## config.mk

```make
export PLATFORM = sky130hd
export DESIGN_NAME = board_cell_writer
export DESIGN_NICKNAME = d
export VERILOG_FILES = /design/src/rtl/board_cell_writer.sv
export SDC_FILE = /design/constraint.sdc
export NUM_CORES = 1
export LEC_CHECK = 0
export BUFFER_PORTS_ARGS = -buffer_cell sky130_fd_sc_hd__buf_2
export CORE_ASPECT_RATIO = 0.7
export CORE_MARGIN = 2
export CORE_UTILIZATION = 45
export DETAILED_ROUTE_END_ITERATION = 6
export PLACE_DENSITY = 0.77
export SLEW_MARGIN = 20
export SYNTH_ARGS = -nofsm -noshare
export SYNTH_HDL_FRONTEND = slang
export SYNTH_SLANG_ARGS = --single-unit
```

## constraint.sdc

```tcl
create_clock -name clk -period 5.25 [get_ports clk]
set_input_delay 0.2625 -clock clk [delete_from_list [all_inputs] [get_ports clk]]
set_output_delay 0.2625 -clock clk [all_outputs]
set_load 0.02 [all_outputs]
```

## src/rtl/board_cell_writer.sv

```systemverilog
// Write side of the 4x4 game board: owns the cell registers, validates and performs
// place requests for the current player, and supports a whole-board clear.
module board_cell_writer #(
  parameter int unsigned     NCELLS  = 16,
  parameter int unsigned     CW      = 4,
  parameter logic [CW-1:0]   P1_CODE = 'b0001,
  parameter logic [CW-1:0]   P2_CODE = 'b0010
) (
  input  logic                 clk,
  input  logic                 rst,
  input  logic [7:0]           sel,
  input  logic                 place_req,
  input  logic                 clear_req,
  output logic [NCELLS*CW-1:0] cells,
  output logic                 turn,
  output logic                 busy,
  output logic                 place_ok,
  output logic                 place_err,
  output logic [4:0]           moves,
  output logic                 full
);

  typedef enum logic [2:0] {
    S_IDLE,
    S_CHECK,
    S_WRITE,
    S_ERR,
    S_CLEAR
  } state_t;

  state_t                state_q, state_d;
  logic [7:0]            sel_q, sel_d;
  logic [NCELLS*CW-1:0]  cells_q, cells_d;
  logic                  turn_q, turn_d;
  logic                  busy_q, busy_d;
  logic                  ok_q, ok_d;
  logic                  err_q, err_d;
  logic [4:0]            moves_q, moves_d;

  logic [CW-1:0]         cell_sel;
  logic                  sel_valid;
  logic                  cell_empty;
  logic                  full_w;

  assign full_w = (moves_q == 5'(NCELLS));

  always_comb begin
    cell_sel = '0;
    for (int unsigned k = 0; k < NCELLS; k++) begin
      if (32'(sel_q) == k) cell_sel = cells_q[CW*k +: CW];
    end
    sel_valid  = (32'(sel_q) < NCELLS);
    cell_empty = (cell_sel == '0) || (cell_sel == '1);
  end

  always_comb begin
    state_d = state_q;
    sel_d   = sel_q;
    cells_d = cells_q;
    turn_d  = turn_q;
    moves_d = moves_q;
    ok_d    = 1'b0;
    err_d   = 1'b0;
    // busy trails the state by one edge so it spans edges N+1..N+3 of a placement
    busy_d  = (state_q != S_IDLE);
    case (state_q)
      S_IDLE: begin
        if (clear_req) begin
          state_d = S_CLEAR;
        end else if (place_req) begin
          sel_d   = sel;
          state_d = S_CHECK;
        end
      end
      S_CHECK: begin
        state_d = (sel_valid && cell_empty && !full_w) ? S_WRITE : S_ERR;
      end
      S_WRITE: begin
        for (int unsigned k = 0; k < NCELLS; k++) begin
          if (32'(sel_q) == k) cells_d[CW*k +: CW] = turn_q ? P2_CODE : P1_CODE;
        end
        if (!full_w) moves_d = moves_q + 5'd1;
        turn_d  = ~turn_q;
        ok_d    = 1'b1;
        state_d = S_IDLE;
      end
      S_ERR: begin
        err_d   = 1'b1;
        state_d = S_IDLE;
      end
      S_CLEAR: begin
        cells_d = '0;
        moves_d = '0;
        turn_d  = 1'b0;
        state_d = S_IDLE;
      end
      default: state_d = S_IDLE;
    endcase
  end

  always_ff @(posedge clk or posedge rst) begin
    if (rst) begin
      state_q <= S_IDLE;
      sel_q   <= '0;
      cells_q <= '0;
      turn_q  <= 1'b0;
      busy_q  <= 1'b0;
      ok_q    <= 1'b0;
      err_q   <= 1'b0;
      moves_q <= '0;
    end else begin
      state_q <= state_d;
      sel_q   <= sel_d;
      cells_q <= cells_d;
      turn_q  <= turn_d;
      busy_q  <= busy_d;
      ok_q    <= ok_d;
      err_q   <= err_d;
      moves_q <= moves_d;
    end
  end

  assign cells     = cells_q;
  assign turn      = turn_q;
  assign busy      = busy_q;
  assign place_ok  = ok_q;
  assign place_err = err_q;
  assign moves     = moves_q;
  assign full      = full_w;

endmodule

```

# Word level (Yosys, flattened, before mapping)
# Cells that the tools add are included.
# word_totals
word_cells	136
input_bits	12
output_inout_bits	74
regBits	84
# op_classes
n_bitwise	2
n_reduce_logical	27
magnitude_cmp	1
addsub	1
muxes	43
eq_ne	39
# op_table
cell	count
2-to-1 mux 4 bit	32
case mux 64 bit (2 select lines)	1
equality test 8 x 4 -> 1 bit, second input constant	8
inequality test 2 bit, second input constant	17
AND reduction 2 bit	17
equality test 8 x 3 -> 1 bit, second input constant	4
equality test 8 x 2 -> 1 bit, second input constant	2
case mux 5 bit (2 select lines)	1
equality test 8 x 1 -> 1 bit, second input constant	1
zero test 8 bit	1
less-than comparator 8 x 5 -> 1 bit, second input constant	1
equality test 3 x 2 -> 1 bit, second input constant	2
2-to-1 mux 3 bit	2
case mux 3 bit (2 select lines)	1
adder 5 x 1 -> 5 bit, second input constant	1
equality test 5 bit, second input constant	1
2-to-1 mux 5 bit	1
equality test 4 bit, second input constant	1
zero test 4 bit	1
equality test 3 x 1 -> 1 bit, second input constant	1
equality test 3 bit, second input constant	1
zero test 3 bit	1
2-to-1 mux 1 bit	3
inequality test 3 bit, second input constant	1
other kinds (9)	11

# Logic depth before layout (Yosys ltp)
# logic_depth
depth_word	23
ltp_mapped	7
mapped_depth_nobuf	7

# Worst setup path before layout
# No wires, ideal clock.
# synth_path
path_type	reg2reg
start	register moves_q[0], in the netlist moves[0]
end	register moves_q[2], in the netlist moves[2]
setup_slack_ns	3.051
path_buffers	0
stages_incl_launch_ff	8
setup_time_ns	0.132
arrival_ns	2.068
t_required_ns	5.118
period_less_slack_ns	2.199
path_cell_list	dfrtp_1 -> inv_1 -> ha_1 -> nor4bb_1 -> nor2_1 -> nand2_1 -> xor2_1 -> nor2_1
# synth_between
elab_chain_len	3
word_cells_on_any_way	6
# synth_rtl
element	line_no	source
start: declaration	38	logic [4:0] moves_q, moves_d;
start signal: assignment	119	moves_q <= moves_d;
equality test 5 bit	45	assign full_w = (moves_q == 5'(NCELLS));
net full	20	output logic full
inequality test 2 bit (no source line)	n/a	
AND reduction 2 bit (no source line)	n/a	
# The timed path passes the listed nets, and every way through them passes these cells. The select of a mux whose other input is x is not followed.
# A chain may end at the register's enable or synchronous reset.

# Worst setup path in the final report
# layout_path
start	register sel_q[7]
end	register cells_q[49], in the netlist cells[49]
# layout_between
elab_chain_len	3
# layout_rtl
element	line_no	source
start: declaration	32	logic [7:0] sel_q, sel_d;
start signal: assignment	113	sel_q <= sel_d;
equality test 8 x 4 -> 1 bit	80	if (32'(sel_q) == k) cells_d[CW*k +: CW] = turn_q ? P2_CODE : P1_CODE;
inequality test 2 bit (no source line)	n/a	
AND reduction 2 bit (no source line)	n/a	
end signal: assignment	114	cells_q <= cells_d;
end: declaration	33	logic [NCELLS*CW-1:0] cells_q, cells_d;
# No other way between the ends.

==> run_results.csv <==
group,metric,value,unit
run_status,status,"finished clean",
floorplanning,die_h,71.1,um
logic_synthesis,ys_types,51,
setup_path,critPathArrivalTime,2.39,ns
logic_synthesis,synth_area_leaders,"dfrtp_1 (45%), buf_4 (8.3%), mux2i_1 (5.9%), nor2_1 (4.4%), nand2_1 (3.9%)",
floorplanning,rows,24,
floorplanning,dieArea,7100,sq um
final_layout,fin_area,3140,sq um
pwr,power-per-cell-area,430,nW/um^2
final_layout,layout.nets,356,
detailed_routing,ant_nets,0,
logic_synthesis,syn_avg_cell_area,9.68,sq um
clock_tree,htreeDepth,2,
placement,place_ws,3.06,ns
setup_path,cp_max_fo,9,
setup_path,crit_type,"reg2reg",
timing,worst_slew_margin_rel,41.9,%
timing,finalHoldViolCount,0,
logic_synthesis,yosys-top-cells-count,"dfrtp_1 (52), nor2_1 (34), buf_4 (32)",
pwr,vdd_drop_max,197,uV
grt,grt_pass1_vias,2107,
grt,grt_max_degree,53,
placement,placedInstanceArea,3040,sq um
placement,numPortBuffers,53,
detailed_routing,firstDrtPassIters,4,
clock_tree,clock-sinks,52,
timing,setup_slack,3.04,ns
timing,tightest_slew,0.871,ns
clock_tree,clk_path_buf_depth,2,
final_layout,fin_util,50.4,%
floorplanning,die_x,99.9,um
placement,dp_hpwl,4.63,mm
timing,post-route-period-util,42.0,%
placement,finalWeightedCongestion,0.908,
setup_path,required,5.43,ns
timing,min_period,2.21,ns
clock_tree,numCtsBuffers,5,
detailed_routing,drt_first_iter_violations,185,
pwr,p_int,770,uW
logic_synthesis,ys_warn_count,0,
grt,grt.total_usage,19.1,%
pwr,swShare,42.9,%
logic_synthesis,seq_area_frac_synth,45.0,%
detailed_routing,viasPerCell,5.33,
clock_tree,clkSlewWorstSetupHoldPaths,0.09,ns
logic_synthesis,syn_area,2890,sq um
floorplanning,io_pins,86,
logic_synthesis,synth_top_area_cell,"dfrtp_1",
worst_hold_path,hold_class,"in2async",
grt,antenna_found_initial,0,
final_layout,diodes,0,
final_layout,layout-drive-gt1-share,23.6,%
timing,fin_skew,0.00495,ns
grt,overflow,0,
logic_synthesis,synth_top_area_share,45.0,%
detailed_routing,drt-total-wl,6.39,mm
pwr,clockPowerShare,17.3,%
pwr,p_switching,579,uW
run,maxCapViolCount,0,
floorplanning,start_util,46.6,%
detailed_routing,vias,2242,
detailed_routing,drt-wirelength-per-cell,15.2,um
clock_tree,ctsHoldBuffers,0,
timing,finalSetupViolations,0,
floorplanning,design.core.area,6220,sq um
logic_synthesis,synth_most_common_cell,"dfrtp_1",
setup_path,startpoint_type,"flop",
detailed_routing,drc,0,
pwr,pwr-share-comb,35.0,%
setup_path,crit_path_end_kind,"flop",
final_layout,area_delta_synth_final,8.34,%
timing,rsz0062_at_grt,"false",
clock_tree,post-cts-setup-buffers,0,
clock_tree,cts_root_buf,"clkbuf_8",
final_layout,nFillCells,590,
pwr,cellLeakagePower,1.58,nW
logic_synthesis,synthFlopType,"dfrtp_1",
logic_synthesis,synth_edf_count,0,
logic_synthesis,ys_ff_latch,52,
grt,grt_first_pass_wirelength,10.8,mm
clock_tree,clk_latency,0.30,ns
timing,fmax,0.453,GHz
clock_tree,ctsResizeCount,0,
pwr,sequentialPowerShare,47.7,%
timing,setup-tns-final,0,ns
timing,drv_slew,0,
logic_synthesis,netlist_instances,299,
clock_tree,cts_tree,"done",
logic_synthesis,ys_async_sr_fraction,100,%
-- power groups by stage --
| stage | clock network [mW] | registers (mW) | logic [mW] |
|---|---|---|---|
| after floorplan | 0 | 0.597 | 0.422 |
| after global placement | 0 | 0.643 | 0.461 |
| after detailed placement | 0 | 0.651 | 0.471 |
| after CTS | 0.241 | 0.642 | 0.473 |
| after global routing | 0.258 | 0.664 | 0.518 |
| final | 0.233 | 0.643 | 0.473 |
-- cells in the final DEF (no fill, tap or decap), types with 2 or more instances in the layout --
cell type	netlist	final
nand4_1	3	3
nor3b_4	2	2
clkbuf_1	9	2
a21oi_1	17	17
o21a_1	2	2
mux2_2	9	9
conb_1	1	32
mux4_2	2	2
and4_4	2	2
and2_1	2	2
nor3_2	3	3
mux2i_1	17	17
ha_1	2	2
nor3_1	3	3
buf_2	4	53
nor2_1	34	34
nand2_1	30	30
o21ai_0	9	9
nand3_1	22	22
dfrtp_1	52	52
o211ai_1	3	3
clkbuf_8	2	6
inv_1	6	5
xor2_1	3	3
and3b_1	3	3
-- metal layers --
layer / share of wire, % / global-route usage [%] / vias up
li1: - / - / 1057
met1: 46 / 28.2 / 1103
met2: 46 / 27.8 / 80
met3: 7.9 / 6.23 / 2
met4: 0.48 / 4.11 / 0
met5: 0 / 0 / -
-- sequential cells by signal (all words and copies together) (netlist names) --
name and count:
state_q 3, busy 1, sel_q 8, moves 5, place_err 1, turn 1
place_ok 1, cells 32
-- logic make-up after synthesis --
kind of cell,Yosys count,share of synthesized area [%]
mux,28,10.9
flops,52,45.0
compound gates,42,8.91
fa+ha+maj,2,0.865
simple gates,114,20.5
xor+xnor,4,1.21
buf+inv,56,12.5
other cells,1,0.130
-- layout make-up --
| class | instances | area, sq um | area share [%] |
|---|---|---|---|
| clock buffers | 8 | 90.1 | 2.87 |
| inverters | 7 | 27.5 | 0.878 |
| multi-input cells | 222 | 1350 | 42.9 |
| flip-flops and latches | 52 | 1300 | 41.5 |
| well taps | 78 | 97.6 | 3.11 |
| repair buffers | 54 | 273 | 8.70 |
-- worst paths after layout --
check / startpoint / end / cells past startpoint / slack (ns)
min in group clk: clear_req / state_q[2] / 2 / 0.18
max in group asynchronous: rst / cells[36] / 2 / 4.62
min reg2reg: state_q[1] / state_q[1] / 1 / 0.54
min: rst / place_ok / 2 / 0.1
max reg2reg: sel_q[7] / cells[49] / 5 / 3.04
max: sel_q[7] / cells[49] / 5 / 3.04
-- stage by stage --
stage | hold WS [ns] | instances | total power [mW]
after floorplan | 0.391 | 330 | 1.02
after global placement | 0.494 | 413 | 1.10
after detailed placement | 0.488 | 413 | 1.12
after CTS | 0.180 | 421 | 1.36
after global routing | 0.178 | 421 | 1.44
final | 0.0983 | 421 | 1.35
-- worst max-delay path: stages, from the launching register on --
cell,delay (ns)
dfrtp_1,0.40
or4_4,0.62
nor3_2,0.50
nand4_1,0.25
mux2i_1,0.25
nor2_1,0.06
No activity file was read; power rests on OpenSTA's default activity.
